### config.mk
export PLATFORM = sky130hd
export DESIGN_NAME = console_uart_tx
export DESIGN_NICKNAME = d
export VERILOG_FILES = /design/src/rtl/console_uart_tx.sv
export SDC_FILE = /design/constraint.sdc
export NUM_CORES = 1
export LEC_CHECK = 0
export BUFFER_PORTS_ARGS = -buffer_cell sky130_fd_sc_hd__buf_2
export CORE_MARGIN = 1.5
export CORE_UTILIZATION = 58
export DETAILED_ROUTE_END_ITERATION = 6
export PLACE_DENSITY = 0.84
export SETUP_SLACK_MARGIN = 0.5
export SLEW_MARGIN = 40
export SYNTH_ARGS = -nofsm -noshare
export SYNTH_HDL_FRONTEND = slang
export SYNTH_SLANG_ARGS = --single-unit
### constraint.sdc
create_clock -name clk -period 3.83 [get_ports clk]
set_clock_uncertainty 0.15 [all_clocks]
set_input_delay 0.383 -clock clk [delete_from_list [all_inputs] [get_ports clk]]
set_output_delay 0.383 -clock clk [all_outputs]
set_load 0.005 [all_outputs]
### src/rtl/console_uart_tx.sv
// console_uart_tx: memory-mapped console character FIFO feeding an 8N1 UART transmitter
module console_uart_tx #(
    parameter int          CLKDIV     = 16,
    parameter int          FIFO_DEPTH = 16,
    parameter logic [31:0] ADDR_DATA  = 32'h1000_0000,
    parameter logic [31:0] ADDR_STAT  = 32'h1000_0004
) (
    input  logic        clk,
    input  logic        resetn,
    input  logic        mem_valid,
    input  logic [31:0] mem_addr,
    input  logic [31:0] mem_wdata,
    input  logic [3:0]  mem_wstrb,
    output logic        mem_ready,
    output logic [31:0] mem_rdata,
    output logic        sel,
    output logic        uart_tx
);
    localparam int AW = $clog2(FIFO_DEPTH);
    typedef enum logic [1:0] {IDLE, START, DATA, STOP} state_t;
    state_t        state;
    logic [7:0]    fifo [FIFO_DEPTH];
    logic [AW-1:0] rd_ptr, wr_ptr;
    logic [8:0]    count;
    logic [15:0]   div;
    logic [2:0]    bit_cnt;
    logic [7:0]    shift;
    logic          rst_hold;
    logic          is_data, accept, push_req, full, empty, push, pop, bit_end, idle;
    logic [31:0]   stat;
    logic          unused_ok;

    assign is_data   = mem_addr == ADDR_DATA;
    assign sel       = mem_valid && (is_data || mem_addr == ADDR_STAT);
    // rst_hold masks the first cycle after reset release
    assign accept    = sel && !mem_ready && !rst_hold;
    assign full      = count == 9'(FIFO_DEPTH);
    assign empty     = count == 9'd0;
    assign push_req  = accept && is_data && mem_wstrb[0];
    assign push      = push_req && !full;
    assign bit_end   = div == 16'(CLKDIV - 1);
    assign pop       = !empty && (state == IDLE || (state == STOP && bit_end));
    assign idle      = state == IDLE && empty;
    assign stat      = {16'b0, count[7:0], 5'b0, idle, empty, full};
    assign unused_ok = ^mem_wdata[31:8];

    always_ff @(posedge clk)
        if (push) fifo[wr_ptr] <= mem_wdata[7:0];

    always_ff @(posedge clk) begin
        if (!resetn) begin
            mem_ready <= 1'b0;
            mem_rdata <= '0;
            rst_hold  <= 1'b1;
            wr_ptr    <= '0;
            rd_ptr    <= '0;
            count     <= '0;
        end else begin
            rst_hold  <= 1'b0;
            mem_ready <= accept && !(push_req && full);
            mem_rdata <= (accept && !is_data && mem_wstrb == 4'b0000) ? stat : '0;
            if (push) wr_ptr <= wr_ptr + AW'(1);
            if (pop) rd_ptr <= rd_ptr + AW'(1);
            count     <= count + 9'(push) - 9'(pop);
        end
    end

    always_ff @(posedge clk) begin
        if (!resetn) begin
            state   <= IDLE;
            div     <= '0;
            bit_cnt <= '0;
            shift   <= '0;
            uart_tx <= 1'b1;
        end else if (pop) begin
            state   <= START;
            div     <= '0;
            shift   <= fifo[rd_ptr];
            uart_tx <= 1'b0;
        end else if (state != IDLE) begin
            div <= bit_end ? 16'd0 : div + 16'd1;
            if (bit_end) begin
                if (state == START || (state == DATA && bit_cnt != 3'd7)) begin
                    state   <= DATA;
                    uart_tx <= shift[0];
                    shift   <= shift >> 1;
                    bit_cnt <= state == START ? 3'd0 : bit_cnt + 3'd1;
                end else if (state == DATA) begin
                    state   <= STOP;
                    uart_tx <= 1'b1;
                end else begin
                    state <= IDLE;
                end
            end
        end
    end
endmodule
* Word-level counts from Yosys, hierarchy flattened
Memory sizes are Yosys's and may differ from the RTL's. A register that Yosys moved wholly into a read port is not among the register bits. Cells that the tools add are included.
Storage, ports and cells: logic and storage cells 89, bits of input ports 71, output and inout port bits 35, memories 1, memory bits (writable) 128, register bits after elaboration 81
Cells by class: reduce and logical (&&, ||, !) cells 38, add/sub/neg operators 6, equality and inequality tests 8, bitwise operators 2, muxes and demuxes 21
Memory list:
- fifo | depth 16, width 8, read ports 1, clocked after Yosys merged registers in 1, wr ports 1, line 22 | logic [7:0] fifo [FIFO_DEPTH];
Operators by type and width (number):
- $eq 32x29->1 const B | 2
- $mux 8 | 4
- $add 16x1->16 const B | 1
- $eq 16x4->1 const B | 1
- $mux 16 | 1
- $logic_and 1x1->1 | 14
- $mux 1 | 11
- $add 9x1->9 | 1
- $eq 9x5->1 const B | 1
- $logic_not 9->1 | 1
- $sub 9x1->9 | 1
- $add 4x1->4 const B | 2
- $mux 4 | 2
- $reduce_bool 2->1 | 4
- $logic_not 1->1 | 6
- $reduce_and 2->1 | 3
- $reduce_and 3->1 | 2
- $eq 2x2->1 const B | 2
- $logic_not 4->1 | 1
- $mux 2 | 2
- $reduce_and 4->1 | 1
- $add 3x1->3 const B | 1
- $logic_or 1x1->1 | 3
- $mux 3 | 1
- other kinds (6) | 7

* Depth between registers and ports, before layout
Gate-level depths: netlist of the first run.
depth after elaboration 10, mapped depth 18, mapped depth without buffers 17

* Worst setup path before layout of the first run
No wires, ideal clock.
kind input to register, start input mem_addr[21], end register count[8], setup slack 336 ps, stages 16, setup time 131 ps, path buffers 1, required time 3549 ps, data arrival time 3212 ps, cell sequence nor4_2 > nand4_2 > nor4_1 > and2_1 > clkbuf_1 > inv_1 > ha_1 > inv_1 > ha_1 > inv_1 > fa_1 > nor2b_1 > o21bai_1 > a211oi_1 > o41ai_1 > mux2i_1
On the way: longest elaborated chain between the ends 10, elaborated cells on any way between the ends 11, classes of those cells add/sub: 2; eq/ne: 2; reduce/logical: 7
Ends and longest elaborated chain:
- start, declared | line 11 | input logic [31:0] mem_addr,
- $eq 32x29->1 (on tied branches) | line 33, 34
- $logic_or 1x1->1 | line 34 | assign sel = mem_valid && (is_data || mem_addr == ADDR_STAT);
- $logic_and 1x1->1 | line 34
- $logic_and 1x1->1 (2 in series) | line 36 | assign accept = sel && !mem_ready && !rst_hold;
- $logic_and 1x1->1 (*) (2 in series) | line 39 | assign push_req = accept && is_data && mem_wstrb[0];
- $logic_and 1x1->1 (*) | line 40 | assign push = push_req && !full;
- $add 9x1->9 (*) | line 64 | count <= count + 9'(push) - 9'(pop);
- $sub 9x1->9 (*) | line 64
- end signal, assigned | line 64
- end, declared | line 24 | logic [8:0] count;
Every way passes the cells marked *; elsewhere a longest branch is shown, timed or not. A chain may end at the register's enable or synchronous reset.

* Worst setup path after layout of the first run
start register count[7], end register count[8]
On the way: longest elaborated chain between the ends 5, elaborated cells on any way between the ends 8, classes of those cells add/sub: 2; eq/ne: 1; reduce/logical: 5
Ends and longest elaborated chain:
- $eq 9x5->1 | line 37 | assign full = count == 9'(FIFO_DEPTH);
- $logic_not 1->1 | line 40
- $logic_and 1x1->1 | line 40
- $add 9x1->9 | line 64
- $sub 9x1->9 (*) | line 64
Marks and branches as above.

==> impl_metrics.env, run 1 <==
export IMPL_dp_cells=790
export IMPL_crit_start="count[7]"
export IMPL_cts_root_buf="clkbuf_16"
export IMPL_synth_compound_area_share_pct=4.35
export IMPL_ys_flop_type="edfxtp_1"
export IMPL_slowest_delay_ps=510
export IMPL_syn_area_mm2=0.00817
export IMPL_post_route_period_util_pct=85.6
export IMPL_portBuffers=60
export IMPL_clockBufferDepth=2
export IMPL_startpoint_type="register"
export IMPL_cpMostUsedCell="ha_4"
export IMPL_fin_util_pct=68.2
export IMPL_syn_to_final_growth_pct=15.4
export IMPL_clock_sinks=192
export IMPL_cp_required_ps=4000
export IMPL_synth_simple_area_share_pct=11.7
export IMPL_path_class="reg2reg"
export IMPL_die_area_mm2=0.0148
export IMPL_ys_warnings_count=0
export IMPL_fmax_ghz=0.305
export IMPL_num_vias=4993
export IMPL_final_common_cell="edfxtp_1"
export IMPL_fin_crit_ps=3280
export IMPL_multi_input_area_mm2=0.00297
export IMPL_ys_async_sr_fraction_pct=0
export IMPL_synth_top_area_cell="edfxtp_1"
export IMPL_ios=106
export IMPL_ir_drop_mv=0.418
export IMPL_synth_top_family_by_area="simple AND/OR/NAND/NOR gates"
export IMPL_setup_viol=0
export IMPL_layout_drive_gt1_share_pct=27.7
export IMPL_antenna_found_initial=0
export IMPL_diodes=0
export IMPL_first_iter_violations=509
export IMPL_num_rows=43
export IMPL_whs_ps=135
export IMPL_cap_viol_max_count=0
export IMPL_synth_top_area_share_pct=47.0
export IMPL_synthAdderAreaFrac_pct=3.92
export IMPL_drc=0
export IMPL_grt_remaining_overflow=0
export IMPL_cts_buffers=17
export IMPL_finalMaxSlewViolations=0
export IMPL_wl_per_cell_um=21.3
export IMPL_synthMuxAreaShare_pct=10.9
export IMPL_synth_edf_count=128
export IMPL_ys_types=56
export IMPL_ant_nets=0
export IMPL_layout_cells_non_filler=829
export IMPL_grt_use_total_pct=24.8
export IMPL_dpl_hpwl_um=11000
export IMPL_initial_core_util_pct=59.1
export IMPL_hp_start="mem_addr[2]"
export IMPL_maxSlewHeadroom_pct=53.5
export IMPL_grt_max_degree=24
export IMPL_cts_tree="yes"
export IMPL_nets=732
export IMPL_first_global_vias=5029
export IMPL_outcome="completed"
export IMPL_dp_worst_setup_slack_ps=275
export IMPL_seq_area_frac_synth_pct=62.7
export IMPL_clk_latency_ps=440
export IMPL_critical_path_arrival_ps=3450
export IMPL_crit_path_end_kind="register"
export IMPL_register_area_mm2=0.00513
export IMPL_drt_total_wl_um=17700
export IMPL_die_w_um=122
export IMPL_synth_area_leaders="edfxtp_1, dfxtp_1, mux4_2"
export IMPL_reg2reg_from="count[7]"
export IMPL_worstPathCellList="inv_2 > ha_4 > nand2b_4 > or4_4 > o2bb2ai_4 > ha_4 > inv_2 > ha_4 > inv_1 > fa_2 > nor2b_4 > o21bai_4 > a211oi_4 > o41ai_2 > mux2i_1"
export IMPL_hold_viol=0
export IMPL_h_tree_depth=4
export IMPL_final_cell_mix="edfxtp_1, buf_2, dfxtp_1, nor2_1, mux4_2"
export IMPL_grt_pass1_wl_um=26500
export IMPL_powerDensity_mw_per_mm2=596
export IMPL_ys_ff_latch=192
export IMPL_worst_slew_pin_slew_ps=696
export IMPL_firstDrtPassIters=5
export IMPL_die_y_um=122
export IMPL_syn_area_per_cell_um2=14.5
export IMPL_synth_cells=565
export IMPL_coreArea_mm2=0.0138
export IMPL_fill_cells=849
export IMPL_path_max_fanout=4
export IMPL_rsz0062_at_grt="false"
export IMPL_fin_ws_ps=552
export IMPL_fin_setup_tns_ps=0
export IMPL_crit_path_top_delay_cell="or4_4"
export IMPL_holdCritPathClass="in2reg"
export IMPL_vias_per_cell=6.02
export IMPL_p_leak_nw=3.40
export IMPL_synth_xor_area_share_pct=2.25
export IMPL_clk_pin_slew_ps=80
export IMPL_gp_congestion=0.811
==> per-stage QoR <==
step | cell area [µm²] | power (mW)
2_1_floorplan | 8250 | 3.31
3_3_place_gp | 8580 | 3.51
3_5_place_dp | 8590 | 3.57
4_1_cts | 9310 | 5.43
5_1_grt | 9430 | 5.82
6_report | 9430 | 5.62
==> cells in the mapped netlist (2+ instances only) <==
cell and instances:
nor2_1 40, o41ai_1 3, mux2i_1 15, or3_1 2, buf_1 2, nor3b_1 2
edfxtp_1 128, nor2b_1 8, dfxtp_1 64, and4_1 2, and2_1 14, a21oi_1 8
nand2_1 15, ha_1 24, o21bai_1 3, nand4_1 6, o22ai_1 7, buf_4 23
nand3_1 11, buf_2 3, o21ai_0 4, mux4_2 33, and3_1 20, a22o_1 7
a21boi_0 2, nor3_1 8, clkbuf_1 14, inv_1 23, xor2_1 9, nor4_1 11
xnor2_1 12, nand2b_1 7, nor4_2 2, a221oi_1 9, nand3b_1 3
==> state kept, by name, indices dropped and copies added (netlist names), named ones only <==
name,cells
bit_cnt,3
count,9
div,16
fifo,128
mem_rdata,11
mem_ready,1
rd_ptr,4
rst_hold,1
shift,8
state,2
uart_tx,1
wr_ptr,4
==> final cells by class <==
class | count | area share (%)
clock buffer | 17 | 4.51
clock inverter | 15 | 1.92
inverter | 23 | 0.915
multi-input combinational | 328 | 31.5
sequential | 192 | 54.5
tap | 180 | 2.39
timing repair buffer | 74 | 4.30
==> critical path, delay by kind of cell (launching register included) <==
kind / cells / cell delay, ps
AOI/OAI and AO/OA: 4 / 630
adders and majority gates: 4 / 900
buffers and inverters: 3 / 210
DFF: 1 / 350
muxes: 1 / 130
and+or+nand+nor: 3 / 780
==> power breakdown <==
part	total (mW)	switching (mW)	internal [mW]
logic	1.37	0.684	0.681
clock network	1.77	0.880	0.888
registers	2.49	0.175	2.31
total	5.62	1.74	3.88
==> final timing paths <==
check                   end  slack [ps]  cells past startpoint
setup reg to reg   count[8]         550                     15
hold reg to reg    shift[7]         310                      2
hold / removal    mem_ready         130                      3
setup / recovery   count[8]         550                     15
==> repair_timing <==
action                     in CTS  in global routing
hold buffers                    0                  0
setup buffers                   1                  6
setup endpoints to repair       3                  4
resized for setup              22                 18
pin swaps                       5                  5
==> per-layer routing <==
layer | track usage (%) | part of all wire, % | vias up
met4 | 11.4 | 2.6 | 0
met1 | 28.6 | 36 | 2467
met2 | 43.5 | 54 | 246
li1 | - | - | 2239
met3 | 6.37 | 7.4 | 41
met5 | 0 | 0 | -
==> kinds of logic (layout without fill, tap and decap cells) <==
kind of cell,Yosys count,count (layout)
other cells,1,21
simple gates,164,164
flops,192,192
compound gates,49,49
mux,48,48
xor+xnor,21,21
buf+inv,65,129
fa+ha+maj,25,25
(Power assumes the default switching activity.)
==> inputs of run 2 (changes only) <==
Settings changed: CELL_PAD_IN_SITES_DETAIL_PLACEMENT set to 1, CELL_PAD_IN_SITES_GLOBAL_PLACEMENT set to 1, CORE_UTILIZATION 58 to 48, SKIP_CTS_REPAIR_TIMING set to 1.
==> impl_metrics.env, run 2 (synthesized netlist as in run 1, its figures left out) <==
export IMPL_path_max_fanout=4
export IMPL_cap_viol_max_count=0
export IMPL_r2r_end="count[8]"
export IMPL_cp_required_ps=4000
export IMPL_post_route_cell_area_mm2=0.00958
export IMPL_p_sw_share_pct=32.3
export IMPL_clockBufferDepth=2
export IMPL_ant_nets=0
export IMPL_clock_sinks=192
export IMPL_dp_cells=831
export IMPL_place_area_mm2=0.00864
export IMPL_coreArea_mm2=0.0166
export IMPL_first_iter_violations=338
export IMPL_die_area_mm2=0.0178
export IMPL_outcome="completed"
export IMPL_die_w_um=133
export IMPL_holdCritPathClass="in2reg"
export IMPL_post_route_period_util_pct=91.0
export IMPL_grt_max_degree=23
export IMPL_layout_drive_gt1_share_pct=29.7
export IMPL_rrSetupSlack_ps=340
export IMPL_crit_path_end_kind="register"
export IMPL_top_regs="fifo (128), div (16), mem_rdata (11)"
export IMPL_hp_start="resetn"
export IMPL_maxSlewHeadroom_pct=52.4
export IMPL_p_leak_nw=3.47
export IMPL_clk_pin_slew_ps=80
export IMPL_max_flop_register="fifo"
export IMPL_whs_endpoint="uart_tx"
export IMPL_hold_viol=0
export IMPL_p_comb_share_pct=26.3
export IMPL_dp_worst_setup_slack_ps=118
export IMPL_p_sw_mw=1.89
export IMPL_vias_per_cell=5.81
export IMPL_initial_core_util_pct=49.3
export IMPL_firstDrtPassIters=5
export IMPL_portBuffers=60
export IMPL_fin_setup_tns_ps=0
export IMPL_cts_root_buf="clkbuf_16"
export IMPL_nets=743
export IMPL_finalMaxSlewViolations=0
export IMPL_final_cell_mix="edfxtp_1, buf_2, dfxtp_1, nor2_1, mux4_2"
export IMPL_diodes=0
export IMPL_whs_path_depth=2
export IMPL_powerDensity_mw_per_mm2=611
export IMPL_r2r_cells=17
export IMPL_rsz0062_at_grt="true"
export IMPL_cts_tree="yes"
export IMPL_fill_cells=1616
export IMPL_setup_viol=0
export IMPL_reg2reg_from="count[6]"
export IMPL_die_y_um=133
export IMPL_fin_crit_ps=3490
export IMPL_cts_buffers=17
export IMPL_grt_pass1_wl_um=30600
export IMPL_drc=0
export IMPL_fmax_ghz=0.287
export IMPL_largest_reg_flops=128
export IMPL_layout_cells_non_filler=880
export IMPL_startpoint_type="register"
export IMPL_num_rows=47
export IMPL_final_common_cell="edfxtp_1"
export IMPL_fin_ws_ps=344
export IMPL_pwr_share_clk_pct=31.5
export IMPL_num_vias=5117
export IMPL_critical_path_arrival_ps=3660
export IMPL_drt_total_wl_um=20900
export IMPL_ios=106
export IMPL_path_class="reg2reg"
export IMPL_grt_use_total_pct=23.1
export IMPL_internal_power_mw=3.96
export IMPL_gp_congestion=0.784
export IMPL_clk_latency_ps=450
export IMPL_first_global_vias=5418
export IMPL_grt_remaining_overflow=0
export IMPL_h_tree_depth=4
export IMPL_fin_util_pct=57.8
export IMPL_antenna_found_initial=0
export IMPL_wl_per_cell_um=23.8
export IMPL_worst_slew_pin_slew_ps=713
export IMPL_syn_to_final_growth_pct=17.2
export IMPL_ir_drop_mv=0.451
export IMPL_dpl_hpwl_um=12800
export IMPL_pwr_share_seq_pct=42.2
run 2: power by group through the flow:
stage | sequential (mW) | combinational, mW | clock, mW
2_1_floorplan | 2.40 | 0.907 | 0
3_3_place_gp | 2.48 | 1.05 | 0
3_5_place_dp | 2.49 | 1.12 | 0
4_1_cts | 2.45 | 1.18 | 1.86
5_1_grt | 2.49 | 1.63 | 1.92
6_report | 2.47 | 1.54 | 1.84
run 2: stage by stage:
step	hold WS [ps]	power (mW)
2_1_floorplan	285	3.31
3_3_place_gp	309	3.53
3_5_place_dp	328	3.61
4_1_cts	146	5.48
5_1_grt	162	6.03
6_report	159	5.85
run 2: layout make-up:
| type | count | area [µm²] | share of cell area (%) |
|---|---|---|---|
| Clock buffer | 17 | 425 | 4.44 |
| Clock inverter | 15 | 191 | 2.00 |
| Inverter | 23 | 91.3 | 0.954 |
| Multi-Input combinational cell | 328 | 2970 | 31.0 |
| Sequential cell | 192 | 5140 | 53.7 |
| Tap cell | 220 | 275 | 2.87 |
| Timing Repair Buffer | 85 | 488 | 5.09 |
run 2: per-layer routing:
metal | wire length, µm | GRT usage [%] | up-vias
met4 | 801 | 9.72 | 0
met2 | 11300 | 41.1 | 172
met3 | 976 | 5.59 | 62
met1 | 7910 | 26.6 | 2620
met5 | 0 | 0 | -
li1 | - | - | 2263
run 2: critical path, cell delays in order, from the launching register on:
cell and delay (ps):
dfxtp_2 340, inv_1 70, ha_2 200, nand2b_4 120
nor4_4 60, nor4_1 280, and2_1 230, inv_2 70
ha_4 250, inv_4 70, ha_4 140, inv_2 50
fa_2 380, nor2b_2 180, o21bai_2 100, a211oi_2 400
o41ai_2 150, mux2i_1 130
run 2: how the worst max path moves through the flow:
stage | endpoint | cells past startpoint | startpoint | slack (ps)
2_1_floorplan | count[8] | 16 | mem_addr[21] | 470
3_3_place_gp | count[8] | 16 | mem_addr[29] | 300
3_5_place_dp | count[8] | 16 | mem_addr[13] | 120
4_1_cts | count[8] | 15 | count[2] | -1
5_1_grt | count[8] | 17 | count[6] | 180
6_report | count[8] | 17 | count[6] | 340
==> inputs of run 3 (changes only) <==
Settings changed: ABC_AREA set to 1, CAP_MARGIN set to 20, CORE_UTILIZATION 48 to 45.
==> impl_metrics.env, run 3 <==
export IMPL_num_rows=50
export IMPL_grt_remaining_overflow=0
export IMPL_top_layer_used="met4"
export IMPL_layout_drive_gt1_share_pct=17.4
export IMPL_pwr_share_seq_pct=38.5
export IMPL_dpl_hpwl_um=14100
export IMPL_max_flop_register="fifo"
export IMPL_wl_met3_um=1050
export IMPL_first_global_vias=6958
export IMPL_path_class="reg2reg"
export IMPL_synth_most_common_cell="nor2_1"
export IMPL_die_area_mm2=0.0202
export IMPL_rsz0062_at_grt="false"
export IMPL_p_sw_share_pct=38.0
export IMPL_num_vias=6641
export IMPL_synth_edf_count=128
export IMPL_fill_cells=2132
export IMPL_drt_total_wl_um=23100
export IMPL_p_leak_nw=3.75
export IMPL_grt_use_total_pct=24.1
export IMPL_grt_pass1_wl_um=36600
export IMPL_ys_types=47
export IMPL_fin_crit_ps=3200
export IMPL_cts_buffers=17
export IMPL_pwr_share_clk_pct=27.9
export IMPL_syn_area_mm2=0.00869
export IMPL_ys_async_sr_fraction_pct=0
export IMPL_setup_viol=0
export IMPL_syn_to_final_growth_pct=13.9
export IMPL_die_w_um=142
export IMPL_cap_viol_max_count=0
export IMPL_synth_top_area_cell="edfxtp_1"
export IMPL_ys_flop_type="edfxtp_1"
export IMPL_grt_max_degree=77
export IMPL_synth_commonest_cells="nor2_1, edfxtp_1, nand2_1"
export IMPL_met1Wirelength_um=9380
export IMPL_cts_tree="yes"
export IMPL_multi_input_area_mm2=0.00303
export IMPL_whs_endpoint="fifo[8][0]"
export IMPL_post_route_period_util_pct=83.6
export IMPL_final_common_cell="nor2_1"
export IMPL_largest_reg_flops=128
export IMPL_holdCritPathClass="in2reg"
export IMPL_r2r_cells=20
export IMPL_worst_slew_pin_slew_ps=759
export IMPL_r2r_end="count[6]"
export IMPL_h_tree_depth=4
export IMPL_ios=106
export IMPL_clk_pin_slew_ps=80
export IMPL_synth_cells=897
export IMPL_firstDrtPassIters=5
export IMPL_register_area_mm2=0.00513
export IMPL_critical_path_arrival_ps=3420
export IMPL_hold_viol=0
export IMPL_final_cell_mix="nor2_1, edfxtp_1, nand2_1, inv_1, o21ai_0"
export IMPL_drc=0
export IMPL_outcome="completed"
export IMPL_synth_top_area_share_pct=44.2
export IMPL_clk_latency_ps=440
export IMPL_cp_required_ps=4050
export IMPL_dr_wl_met2_um=11900
export IMPL_path_max_fanout=4
export IMPL_first_iter_violations=374
export IMPL_p_sw_mw=2.38
export IMPL_maxSlewHeadroom_pct=49.2
export IMPL_ys_ff_latch=192
export IMPL_seq_area_frac_synth_pct=59.0
export IMPL_finalMaxSlewViolations=0
export IMPL_wl_per_cell_um=18.7
export IMPL_initial_core_util_pct=46.2
export IMPL_vias_per_cell=5.36
export IMPL_ir_drop_mv=0.384
export IMPL_fin_setup_tns_ps=0
export IMPL_whs_ps=177
export IMPL_clock_sinks=192
export IMPL_clockBufferDepth=2
export IMPL_fmax_ghz=0.312
export IMPL_whs_path_depth=1
export IMPL_cts_root_buf="clkbuf_16"
export IMPL_hp_start="mem_wdata[0]"
export IMPL_nets=1063
export IMPL_fin_util_pct=52.6
export IMPL_synth_area_leaders="edfxtp_1, dfxtp_1, nor2_1"
export IMPL_gp_congestion=0.800
export IMPL_top_regs="fifo (128), div (16), mem_rdata (11)"
export IMPL_diodes=0
export IMPL_rrSetupSlack_ps=630
export IMPL_syn_area_per_cell_um2=9.69
export IMPL_startpoint_type="register"
export IMPL_crit_path_end_kind="register"
export IMPL_portBuffers=60
export IMPL_antenna_found_initial=0
export IMPL_p_comb_share_pct=33.7
export IMPL_ys_warnings_count=0
export IMPL_die_y_um=142
export IMPL_internal_power_mw=3.88
export IMPL_ant_nets=0
export IMPL_powerDensity_mw_per_mm2=633
export IMPL_total_power_mw=6.26
export IMPL_coreArea_mm2=0.0188
export IMPL_reg2reg_from="count[2]"
[run 3: worst max-delay path by stage]
stage                       startpoint        to  slack (ps)  depth (start not counted)
after global routing          count[6]  count[6]         440                         20
after CTS                     count[2]  count[6]         160                         20
final                         count[2]  count[6]         630                         20
after detailed placement  mem_addr[31]  count[6]         240                         21
after global placement    mem_addr[23]  count[6]         360                         21
after floorplan               state[0]  count[6]         770                         20
[run 3: cell type report]
class	instances	share of cell area [%]
Sequential cell	192	51.9
Multi-Input combinational cell	583	30.7
Timing Repair Buffer	85	5.01
Clock buffer	17	4.30
Inverter	88	3.49
Tap cell	260	3.29
Clock inverter	14	1.37
[run 3: metal layers]
layer	vias up	GRT usage, %
li1	3125	-
met1	3269	28.1
met4	0	11.4
met3	52	4.27
met2	195	42.9
met5	-	0
[run 3: kinds of logic (layout without fill, tap and decap cells)]
logic type               count (synthesis)  count (layout)  share of synthesized area, %
AND/OR/NAND/NOR                        377             377                          18.9
flip-flops                             192             192                          59.0
AO/OA/AOI/OAI                          153             153                          9.98
buffers and inverters                  142             204                          7.69
adder cells (fa/ha/maj)                 25              25                          3.69
XOR/XNOR                                 7               7                         0.705
other                                    1              21                        0.0431
[run 3: stage by stage]
stage	worst slack [ps]	instance area, µm²	instances
finish	627	9900	1239
global route	436	9900	1239
CTS	164	9770	1232
detailed placement	243	9210	1201
global placement	365	9200	1201
floorplan	769	8770	917
[run 3: worst max-delay path, stage by stage (launching register included)]
cell and delay (ps):
dfxtp_2 340, inv_1 70, ha_1 210, nand3_2 100
nor2_1 60, nand3_2 90, nand4_1 140, nor2_4 170
inv_2 70, ha_1 290, inv_1 70, ha_2 190
inv_1 60, fa_2 400, nor2_4 100, o21ai_2 80
a21oi_2 170, o21ai_1 70, nand2_1 70, o21ai_0 80
a21oi_1 140
[run 3: power by group through the flow]
| stage | sequential [mW] | clock (mW) | combinational, mW |
|---|---|---|---|
| after detailed placement | 2.44 | 0 | 1.92 |
| after global placement | 2.43 | 0 | 1.83 |
| after global routing | 2.42 | 1.82 | 2.35 |
| after floorplan | 2.42 | 0 | 1.46 |
| final | 2.41 | 1.75 | 2.11 |
| after CTS | 2.40 | 1.75 | 1.98 |
